$ cat src/rtl/fifo_sync_param_if.sv
// Handshake and status bundle for fifo_sync_param.
// CW must equal $clog2(FIFO_DEPTH+1) of the FIFO instance it connects to.
interface fifo_sync_param_if #(
  parameter int unsigned FIFO_WIDTH = 16,
  parameter int unsigned CW         = 4
);
  logic                  clr;
  logic [FIFO_WIDTH-1:0] data_in;
  logic                  wr_en;
  logic                  rd_en;
  logic [FIFO_WIDTH-1:0] data_out;
  logic                  wr_ack;
  logic                  overflow;
  logic                  underflow;
  logic                  full;
  logic                  empty;
  logic                  almostfull;
  logic                  almostempty;
  logic [CW-1:0]         count;
  logic                  err_sticky;

  modport master (
    output clr, data_in, wr_en, rd_en,
    input  data_out, wr_ack, overflow, underflow, full, empty,
           almostfull, almostempty, count, err_sticky
  );

  modport slave (
    input  clr, data_in, wr_en, rd_en,
    output data_out, wr_ack, overflow, underflow, full, empty,
           almostfull, almostempty, count, err_sticky
  );
endinterface

$ cat src/rtl/fifo_sync_param.sv
// Parametrised single-clock FIFO with optional first-word-fall-through read,
// occupancy count, synchronous flush and a sticky overflow/underflow flag.
module fifo_sync_param #(
  parameter int unsigned FIFO_WIDTH = 16,
  parameter int unsigned FIFO_DEPTH = 8,
  parameter int unsigned AF_LEVEL   = FIFO_DEPTH - 1,
  parameter int unsigned AE_LEVEL   = 1,
  parameter int unsigned FWFT       = 0
) (
  input logic              clk,
  input logic              rst,
  fifo_sync_param_if.slave fifo_io
);

  localparam int unsigned   CW      = $clog2(FIFO_DEPTH + 1);
  localparam int unsigned   PW      = $clog2(FIFO_DEPTH);
  localparam logic [PW-1:0] PtrLast = PW'(FIFO_DEPTH - 1);
  localparam logic [CW-1:0] CntFull = CW'(FIFO_DEPTH);
  localparam logic [CW-1:0] CntAf   = CW'(AF_LEVEL);
  localparam logic [CW-1:0] CntAe   = CW'(AE_LEVEL);

  if (FIFO_WIDTH == 0) begin : g_bad_width
    $fatal(1, "fifo_sync_param: FIFO_WIDTH must be >= 1");
  end
  if (FIFO_DEPTH < 2) begin : g_bad_depth
    $fatal(1, "fifo_sync_param: FIFO_DEPTH must be >= 2");
  end
  if (AF_LEVEL == 0 || AF_LEVEL > FIFO_DEPTH) begin : g_bad_af
    $fatal(1, "fifo_sync_param: AF_LEVEL must be in 1..FIFO_DEPTH");
  end
  if (AE_LEVEL >= FIFO_DEPTH) begin : g_bad_ae
    $fatal(1, "fifo_sync_param: AE_LEVEL must be in 0..FIFO_DEPTH-1");
  end
  if (FWFT > 1) begin : g_bad_fwft
    $fatal(1, "fifo_sync_param: FWFT must be 0 or 1");
  end

  logic [FIFO_WIDTH-1:0] mem_q [FIFO_DEPTH];

  logic [PW-1:0] wr_ptr_q, wr_ptr_d;
  logic [PW-1:0] rd_ptr_q, rd_ptr_d;
  logic [CW-1:0] count_q, count_d;
  logic          wr_ack_q, wr_ack_d;
  logic          ovf_q, ovf_d;
  logic          udf_q, udf_d;
  logic          err_q, err_d;

  logic full_w, empty_w;
  logic wr_ok, rd_ok;
  logic wr_rej, rd_rej;

  // Flags decode from the registered count only.
  always_comb begin
    full_w  = (count_q == CntFull);
    empty_w = (count_q == '0);
  end

  // Acceptance uses pre-edge state; clr overrides both requests.
  always_comb begin
    wr_ok  = fifo_io.wr_en && !full_w  && !fifo_io.clr;
    rd_ok  = fifo_io.rd_en && !empty_w && !fifo_io.clr;
    wr_rej = fifo_io.wr_en &&  full_w  && !fifo_io.clr;
    rd_rej = fifo_io.rd_en &&  empty_w && !fifo_io.clr;
  end

  always_comb begin
    wr_ptr_d = wr_ptr_q;
    rd_ptr_d = rd_ptr_q;
    count_d  = count_q;
    wr_ack_d = wr_ok;
    ovf_d    = wr_rej;
    udf_d    = rd_rej;
    err_d    = err_q | wr_rej | rd_rej;

    if (fifo_io.clr) begin
      wr_ptr_d = '0;
      rd_ptr_d = '0;
      count_d  = '0;
      err_d    = 1'b0;
    end else begin
      if (wr_ok) begin
        wr_ptr_d = (wr_ptr_q == PtrLast) ? '0 : wr_ptr_q + PW'(1);
      end
      if (rd_ok) begin
        rd_ptr_d = (rd_ptr_q == PtrLast) ? '0 : rd_ptr_q + PW'(1);
      end
      case ({wr_ok, rd_ok})
        2'b10:   count_d = count_q + CW'(1);
        2'b01:   count_d = count_q - CW'(1);
        default: count_d = count_q;
      endcase
    end
  end

  always_ff @(posedge clk or posedge rst) begin
    if (rst) begin
      wr_ptr_q <= '0;
      rd_ptr_q <= '0;
      count_q  <= '0;
      wr_ack_q <= 1'b0;
      ovf_q    <= 1'b0;
      udf_q    <= 1'b0;
      err_q    <= 1'b0;
    end else begin
      wr_ptr_q <= wr_ptr_d;
      rd_ptr_q <= rd_ptr_d;
      count_q  <= count_d;
      wr_ack_q <= wr_ack_d;
      ovf_q    <= ovf_d;
      udf_q    <= udf_d;
      err_q    <= err_d;
    end
  end

  // Storage has no reset; occupancy tracking makes stale words unreachable.
  always_ff @(posedge clk) begin
    if (wr_ok) begin
      mem_q[wr_ptr_q] <= fifo_io.data_in;
    end
  end

  if (FWFT == 0) begin : g_std_read
    logic [FIFO_WIDTH-1:0] dout_q, dout_d;

    always_comb begin
      dout_d = dout_q;
      if (fifo_io.clr) begin
        dout_d = '0;
      end else if (rd_ok) begin
        dout_d = mem_q[rd_ptr_q];
      end
    end

    always_ff @(posedge clk or posedge rst) begin
      if (rst) begin
        dout_q <= '0;
      end else begin
        dout_q <= dout_d;
      end
    end

    assign fifo_io.data_out = dout_q;
  end else begin : g_fwft_read
    // Head word is presented continuously; meaningless while empty.
    assign fifo_io.data_out = mem_q[rd_ptr_q];
  end

  always_comb begin
    fifo_io.wr_ack      = wr_ack_q;
    fifo_io.overflow    = ovf_q;
    fifo_io.underflow   = udf_q;
    fifo_io.full        = full_w;
    fifo_io.empty       = empty_w;
    fifo_io.almostfull  = (count_q >= CntAf);
    fifo_io.almostempty = (count_q <= CntAe);
    fifo_io.count       = count_q;
    fifo_io.err_sticky  = err_q;
  end

endmodule

$ cat src/flat_wrapper.sv
// flat-port wrapper written by rule: the top's interface ports become plain ports
module fifo_sync_param_flat 
#(
  parameter int unsigned FIFO_WIDTH = 16,
  parameter int unsigned FIFO_DEPTH = 8,
  parameter int unsigned AF_LEVEL   = FIFO_DEPTH - 1,
  parameter int unsigned AE_LEVEL   = 1,
  parameter int unsigned FWFT       = 0
)
  (clk, rst, fifo_io_clr, fifo_io_data_in, fifo_io_wr_en, fifo_io_rd_en, fifo_io_data_out, fifo_io_wr_ack, fifo_io_overflow, fifo_io_underflow, fifo_io_full, fifo_io_empty, fifo_io_almostfull, fifo_io_almostempty, fifo_io_count, fifo_io_err_sticky);
  fifo_sync_param_if #(.FIFO_WIDTH(FIFO_WIDTH), .CW(4)) fifo_io_i ();
  input logic clk;
  input logic rst;
  input wire logic [$bits(fifo_io_i.clr)-1:0] fifo_io_clr;
  input wire logic [$bits(fifo_io_i.data_in)-1:0] fifo_io_data_in;
  input wire logic [$bits(fifo_io_i.wr_en)-1:0] fifo_io_wr_en;
  input wire logic [$bits(fifo_io_i.rd_en)-1:0] fifo_io_rd_en;
  output wire logic [$bits(fifo_io_i.data_out)-1:0] fifo_io_data_out;
  output wire logic [$bits(fifo_io_i.wr_ack)-1:0] fifo_io_wr_ack;
  output wire logic [$bits(fifo_io_i.overflow)-1:0] fifo_io_overflow;
  output wire logic [$bits(fifo_io_i.underflow)-1:0] fifo_io_underflow;
  output wire logic [$bits(fifo_io_i.full)-1:0] fifo_io_full;
  output wire logic [$bits(fifo_io_i.empty)-1:0] fifo_io_empty;
  output wire logic [$bits(fifo_io_i.almostfull)-1:0] fifo_io_almostfull;
  output wire logic [$bits(fifo_io_i.almostempty)-1:0] fifo_io_almostempty;
  output wire logic [$bits(fifo_io_i.count)-1:0] fifo_io_count;
  output wire logic [$bits(fifo_io_i.err_sticky)-1:0] fifo_io_err_sticky;
  assign fifo_io_i.clr = fifo_io_clr;
  assign fifo_io_i.data_in = fifo_io_data_in;
  assign fifo_io_i.wr_en = fifo_io_wr_en;
  assign fifo_io_i.rd_en = fifo_io_rd_en;
  assign fifo_io_data_out = fifo_io_i.data_out;
  assign fifo_io_wr_ack = fifo_io_i.wr_ack;
  assign fifo_io_overflow = fifo_io_i.overflow;
  assign fifo_io_underflow = fifo_io_i.underflow;
  assign fifo_io_full = fifo_io_i.full;
  assign fifo_io_empty = fifo_io_i.empty;
  assign fifo_io_almostfull = fifo_io_i.almostfull;
  assign fifo_io_almostempty = fifo_io_i.almostempty;
  assign fifo_io_count = fifo_io_i.count;
  assign fifo_io_err_sticky = fifo_io_i.err_sticky;
  fifo_sync_param #(.FIFO_WIDTH(FIFO_WIDTH), .FIFO_DEPTH(FIFO_DEPTH), .AF_LEVEL(AF_LEVEL), .AE_LEVEL(AE_LEVEL), .FWFT(FWFT)) u_core (.clk(clk), .rst(rst), .fifo_io(fifo_io_i));
endmodule
$ cat config.mk
export PLATFORM = sky130hd
export DESIGN_NAME = fifo_sync_param_flat
export DESIGN_NICKNAME = d
export VERILOG_FILES = /design/src/rtl/fifo_sync_param_if.sv /design/src/rtl/fifo_sync_param.sv /design/src/flat_wrapper.sv
export SDC_FILE = /design/constraint.sdc
export NUM_CORES = 1
export LEC_CHECK = 0
export BUFFER_PORTS_ARGS = -buffer_cell sky130_fd_sc_hd__buf_2
export CAP_MARGIN = 25
export CORE_MARGIN = 2
export CORE_UTILIZATION = 59
export DETAILED_ROUTE_END_ITERATION = 8
export PLACE_DENSITY = 0.77
export SKIP_LAST_GASP = 1
export SLEW_MARGIN = 30
export SYNTH_ARGS = -nofsm -noshare
export SYNTH_HDL_FRONTEND = slang
export SYNTH_SLANG_ARGS = --single-unit
$ cat constraint.sdc
create_clock -name clk -period 3.4 [get_ports clk]
set_input_delay 0.34 -clock clk [delete_from_list [all_inputs] [get_ports clk]]
set_output_delay 0.34 -clock clk [all_outputs]
set_load 0.01 [all_outputs]
# [Word-level counts from Yosys, hierarchy flattened]
# Memories as Yosys holds them, arrays and structs flattened.
# Index checks and enable logic that the tools add are counted.
[word_totals] register_bits=30 memories=1 output_inout_bits=28 ram_bits=128
[mem_list] memory="u_core.mem_q" depth=8 word_bits=16 read_ports=1 rd_ports_with_merged_regs=0 wr=1 line="fifo_sync_param.sv:38" text="logic [FIFO_WIDTH-1:0] mem_q [FIFO_DEPTH];"
[op_classes] mux=13 order_cmp=2 n_reduce_logical=15 addsub=4 eq_ne=5 bitwise=2
[op_table] operator="$mux W16" count=2
[op_table] operator="$mux W3" count=6
[op_table] operator="$logic_and A1 B1 Y1" count=8
[op_table] operator="$pmux W4 S2" count=1
[op_table] operator="$add A3 B1 Y3 const B" count=2
[op_table] operator="$eq A3 B3 Y1 const B" count=2
[op_table] operator="$add A4 B1 Y4 const B" count=1
[op_table] operator="$eq A4 B4 Y1 const B" count=1
[op_table] operator="$ge A4 B3 Y1 const B" count=1
[op_table] operator="$le A4 B1 Y1 const B" count=1
[op_table] operator="$logic_not A4 Y1" count=1
[op_table] operator="$mux W4" count=1
[op_table] operator="$reduce_bool A2 Y1" count=2
[op_table] operator="$sub A4 B1 Y4 const B" count=1
[op_table] operator="$logic_not A1 Y1" count=3
[op_table] operator="$mux W1" count=3
[op_table] operator="$reduce_bool A3 Y1" count=1
[op_table] operator="$eq A2 B1 Y1 const B" count=1
[op_table] operator="$eq A2 B2 Y1 const B" count=1
[op_table] operator="$or A1 B1 Y1" count=2

# [Logic depth before layout (Yosys ltp)]
[logic_depth] word_depth=7 mapped_depth=8 mapped_depth_nobuf=6

# [Worst setup path before layout]
# Ideal clock, no wire load.
[synth_path] kind="flip-flop to flip-flop" startpoint="reg u_core.count_q[0] (netlist: u_core.fifo_io.count[0])" endpoint="mem u_core.mem_q[0][0] (enable)" synth_period_minus_slack_ps=2871 setup_slack_ps=529 t_required_ps=2991 path_buffers=0 arrival_time_ps=2462 stages_incl_launch_ff=7 cell_sequence="dfrtp_1 -> inv_1 -> ha_1 -> nor2b_1 -> a21oi_1 -> nand2b_1 -> nor3_1"
[synth_via] elab_chain_cells=6
[synth_rtl] item="start, declared" line="fifo_sync_param.sv:42" text="logic [CW-1:0] count_q, count_d;"
[synth_rtl] item="start signal, assigned" line="fifo_sync_param.sv:107" text="count_q <= count_d;"
[synth_rtl] item="$eq A4 B4 Y1" line="fifo_sync_param.sv:54" text="full_w = (count_q == CntFull);"
[synth_rtl] item="$logic_not A1 Y1" line="fifo_sync_param.sv:60" text="wr_ok = fifo_io.wr_en && !full_w && !fifo_io.clr;"
[synth_rtl] item="$logic_and A1 B1 Y1 (2 in series)" line="fifo_sync_param.sv:60"
[synth_rtl] item="named net u_core.wr_ack_d" line="fifo_sync_param.sv:43" text="logic wr_ack_q, wr_ack_d;"
[synth_rtl] item="$mux W1" line="fifo_sync_param.sv:117" text="if (wr_ok) begin"
[synth_rtl] item="$mux W1 (not written as such)" line="fifo_sync_param.sv:118" text="mem_q[wr_ptr_q] <= fifo_io.data_in;"
[synth_rtl] item="end, declared" line="fifo_sync_param.sv:38"
# The timed path passes the listed nets, and every way through them passes these cells.

# [Worst setup path after layout]
[layout_path] startpoint="reg u_core.count_q[0] (netlist: u_core.fifo_io.count[0])" endpoint="mem u_core.mem_q[0][11] (enable)"
# The elaborated chain is that of the path after synthesis.

==> results.toml <==
[yosys]
ys_dominant_reg_cell = "sky130_fd_sc_hd__edfxtp_1"
synthesis.area_per_instance_um2 = 18.6
post_synth_mux_area_share_pct = 14.8
synth_xor_area_share_pct = 0.138
synth-compound-area-share_pct = 4.37
synth_enable_flop_cells = 128
postSynthCellCount = 340
synthSimpleGateAreaFrac_pct = 4.55
ys_seq_elements = 158
ys_async_sr_fraction_pct = 19.0
netlist_area_um2 = 6330
post_synth_num_cell_types = 40
ys_warn_count = 0
synth.net_count = 369
yosysSeqAreaShare_pct = 72.6
synth_top_family_by_area = "multiplexers"
synth_adder_area_share_pct = 1.58

[drt]
detail_route.wirelength_um = 12500
routed-via-count = 3349
final_antenna_net_count = 0
avgRoutedWirePerCell_um = 22.4
drt_drc_violations_left = 0
drt_iter0_drc = 184
drt_first_pass_iters = 4
post_drt_via_cell_ratio = 6.00

[floorplan]
chipWidth_um = 108
die_h_um = 108
die-area_um2 = 11600
core_region_area_um2 = 10400
initial_utilization_pct = 61.0
floorplan.rows = 37
design.portCount = 49

[cts]
cts_tree = "built"
clock_latency_ns = 0.53
ctsHtreeMaxLevel = 4
cts_inserted_buffers = 17
clock-sinks = 158
clock_tree.buffer_depth = 2
cts-root-buf = "sky130_fd_sc_hd__clkbuf_8"
clock_input_transition_at_the_sequential_cells_of_the_worst_setup_and_hold_paths_ns = 0.07

[critical_path]
critical_path_source_type = "flop"
timing.critical_path.required_ns = 3.63
cp.arrival_ns = 2.88
worstSetupEndpointType = "flop"
worst-path-max-fanout = 9
worstSetupPathType = "flop to flop"

[power_and_ir_drop]
power_per_cell_area_nw_per_um2 = 639
vdd_ir_drop_max_uv = 578
power_leakage_nw = 2.67
switching_power_mw = 1.16
clock_network_fraction_of_design_power_pct = 37.4
internal-power_mw = 3.54
p_seq_share_pct = 47.6
swShare_pct = 24.8
comb_power_share_pct = 15.0

[grt]
pin_count_of_the_biggest_net_entering_global_routing = 31
grt_antenna_before_repair = 0
first_global_vias = 3352
grt_pass1_wl_um = 19200
globalRouteTotalUtil_pct = 23.5
grt_overflow_total = 0

[sta]
fin_setup_tns_ns = 0
grt_setup_unrepaired = "false"
final_max_slew_violation_count = 0
timing.clock.skew_ns = 0.00976
timing.fmax_ghz = 0.378
final_hold_viol_count = 0
fin_ws_ns = 0.755
worst_case_hold_slack_ns = 0.0821
min_period_ns = 2.64
slew_headroom_pct = 47.1
worst_slew_pin_slew_ns = 0.794
setup_viol_count_final = 0
min_period_over_period_pct = 77.8

[placed_design]
dp_worst_setup_slack_ns = 0.737
post-dp-hpwl_um = 7760
io_buffers = 48
gp_congestion = 0.802

[final_layout]
final_layout_size_suffix_gt1_share_pct = 33.2
n_antenna_cell = 0
syn_to_final_growth_pct = 16.3
design.final.nets = 439

[status]
outcome = "completed"

[worst_hold_path]
holdCritPathClass = "primary input to flop"

[job]
maxCapViolations = 0
metal layers:
layer	vias up	GRT usage (%)	part of all wire (%)
met5	-	0	0
met4	0	8.42	1.2
met3	15	5.51	6.0
met2	123	37.4	52
met1	1732	32.3	41
li1	1479	-	-
layout make-up:
type | count | area (um^2)
inverter | 7 | 26.3
clock buffer | 20 | 425
sequential | 158 | 4600
timing repair buffer | 68 | 405
tap | 136 | 170
multi-input combinational | 158 | 1620
clock inverter | 11 | 120
fill | 657 | 3010
timing repair:
item / in CTS / in global routing
buffers inserted: 0 / 0
endpoints found under the hold margin: 30 / 0
hold buffers: 1 / 0
gates resized for setup: 0 / 0
cell usage after synthesis, drive strengths merged (2+ instances only):
cell     number  share of area (%)
edfxtp      128                 61
mux4         32                 11
dfrtp        30                 12
nand2        23                1.4
o21ai        18                1.4
mux2i        16                2.5
nor2         13               0.77
buf          11                1.2
a21oi         8               0.99
ha            8                1.6
inv           7               0.42
clkbuf        6               0.36
nand2b        5               0.49
mux2          4               0.83
nor3          4               0.32
nor2b         3               0.30
o2111ai       3               0.42
a211oi        2               0.40
nand3         2               0.16
or3           2               0.20
cell usage in the layout, fill, tap and decap left out, types with 5 or more instances in the layout:
cell and n:
sky130_fd_sc_hd__o21ai_1 10, sky130_fd_sc_hd__nor2_1 13, sky130_fd_sc_hd__nand2_1 23, sky130_fd_sc_hd__dfrtp_1 29, sky130_fd_sc_hd__buf_2 48, sky130_fd_sc_hd__ha_1 8, sky130_fd_sc_hd__edfxtp_1 128, sky130_fd_sc_hd__mux2i_1 16
sky130_fd_sc_hd__nand2b_1 5, sky130_fd_sc_hd__mux4_2 32, sky130_fd_sc_hd__inv_1 7, sky130_fd_sc_hd__o21ai_0 8, sky130_fd_sc_hd__buf_4 18, sky130_fd_sc_hd__clkbuf_16 16, sky130_fd_sc_hd__a21oi_1 6
power by group through the flow:
stage | Sequential [mW] | Combinational, mW | Clock, mW
after global routing | 2.25 | 0.772 | 1.86
after detailed placement | 2.27 | 0.709 | 0
final | 2.24 | 0.707 | 1.76
after CTS | 2.24 | 0.715 | 1.78
after floorplan | 2.28 | 0.510 | 0
after global placement | 2.27 | 0.692 | 0
critical path, stage by stage, from the launching register on:
cell,delay (ns)
sky130_fd_sc_hd__dfrtp_1,0.46
sky130_fd_sc_hd__inv_1,0.10
sky130_fd_sc_hd__ha_1,0.28
sky130_fd_sc_hd__nor2b_1,0.20
sky130_fd_sc_hd__a21oi_1,0.26
sky130_fd_sc_hd__nand2b_1,0.16
sky130_fd_sc_hd__nor3_2,0.56
sky130_fd_sc_hd__buf_4,0.31
final timing paths:
path                                                          from                                      end  slack (ns)  depth (start not counted)
max                            u_core.fifo_io.count[0]$_DFFE_PP0P_            u_core.mem_q[0][11]$_DFFE_PP_        0.76                          7
max reg2reg                    u_core.fifo_io.count[0]$_DFFE_PP0P_            u_core.mem_q[0][11]$_DFFE_PP_        0.76                          7
max in group asynchronous                                      rst           u_core.rd_ptr_q[0]$_DFFE_PP0P_        2.62                          4
min reg2reg                u_core.fifo_io.data_out[15]$_DFFE_PP0P_  u_core.fifo_io.data_out[15]$_DFFE_PP0P_        0.48                          2
min in group asynchronous                                      rst      u_core.fifo_io.count[2]$_DFFE_PP0P_        0.44                          4
min                                             fifo_io_data_in[4]             u_core.mem_q[7][4]$_DFFE_PP_        0.08                          1
sequential cells by signal (all words and copies together), names as in the netlist:
register and flops:
u_core.mem_q 128, u_core.fifo_io.data_out 16, u_core.fifo_io.count 4, u_core.rd_ptr_q 3, u_core.wr_ptr_q 3, u_core.fifo_io.err_sticky 1, u_core.fifo_io.overflow 1, u_core.fifo_io.underflow 1
u_core.fifo_io.wr_ack 1
logic make-up (layout without fill, tap and decap cells):
kind of cell | count (synthesis) | after routing
XOR/XNOR | 1 | 1
adder cells (fa/ha/maj) | 8 | 8
multiplexers | 52 | 52
AND/OR/NAND/NOR | 59 | 59
flip-flops | 158 | 158
AO/OA/AOI/OAI | 38 | 38
buffers and inverters | 24 | 106
per-stage QoR:
stage                     instances  total power, mW  cell area (um^2)  util (%)
after CTS                       558             4.73              7360      71.0
after global placement          526             2.96              6800      65.6
after detailed placement        526             2.98              6800      65.6
after global routing            558             4.88              7360      71.0
after floorplan                 340             2.79              6330         -
final                           558             4.70              7360      71.0
Note: power is estimated with default switching activity, not from simulation.
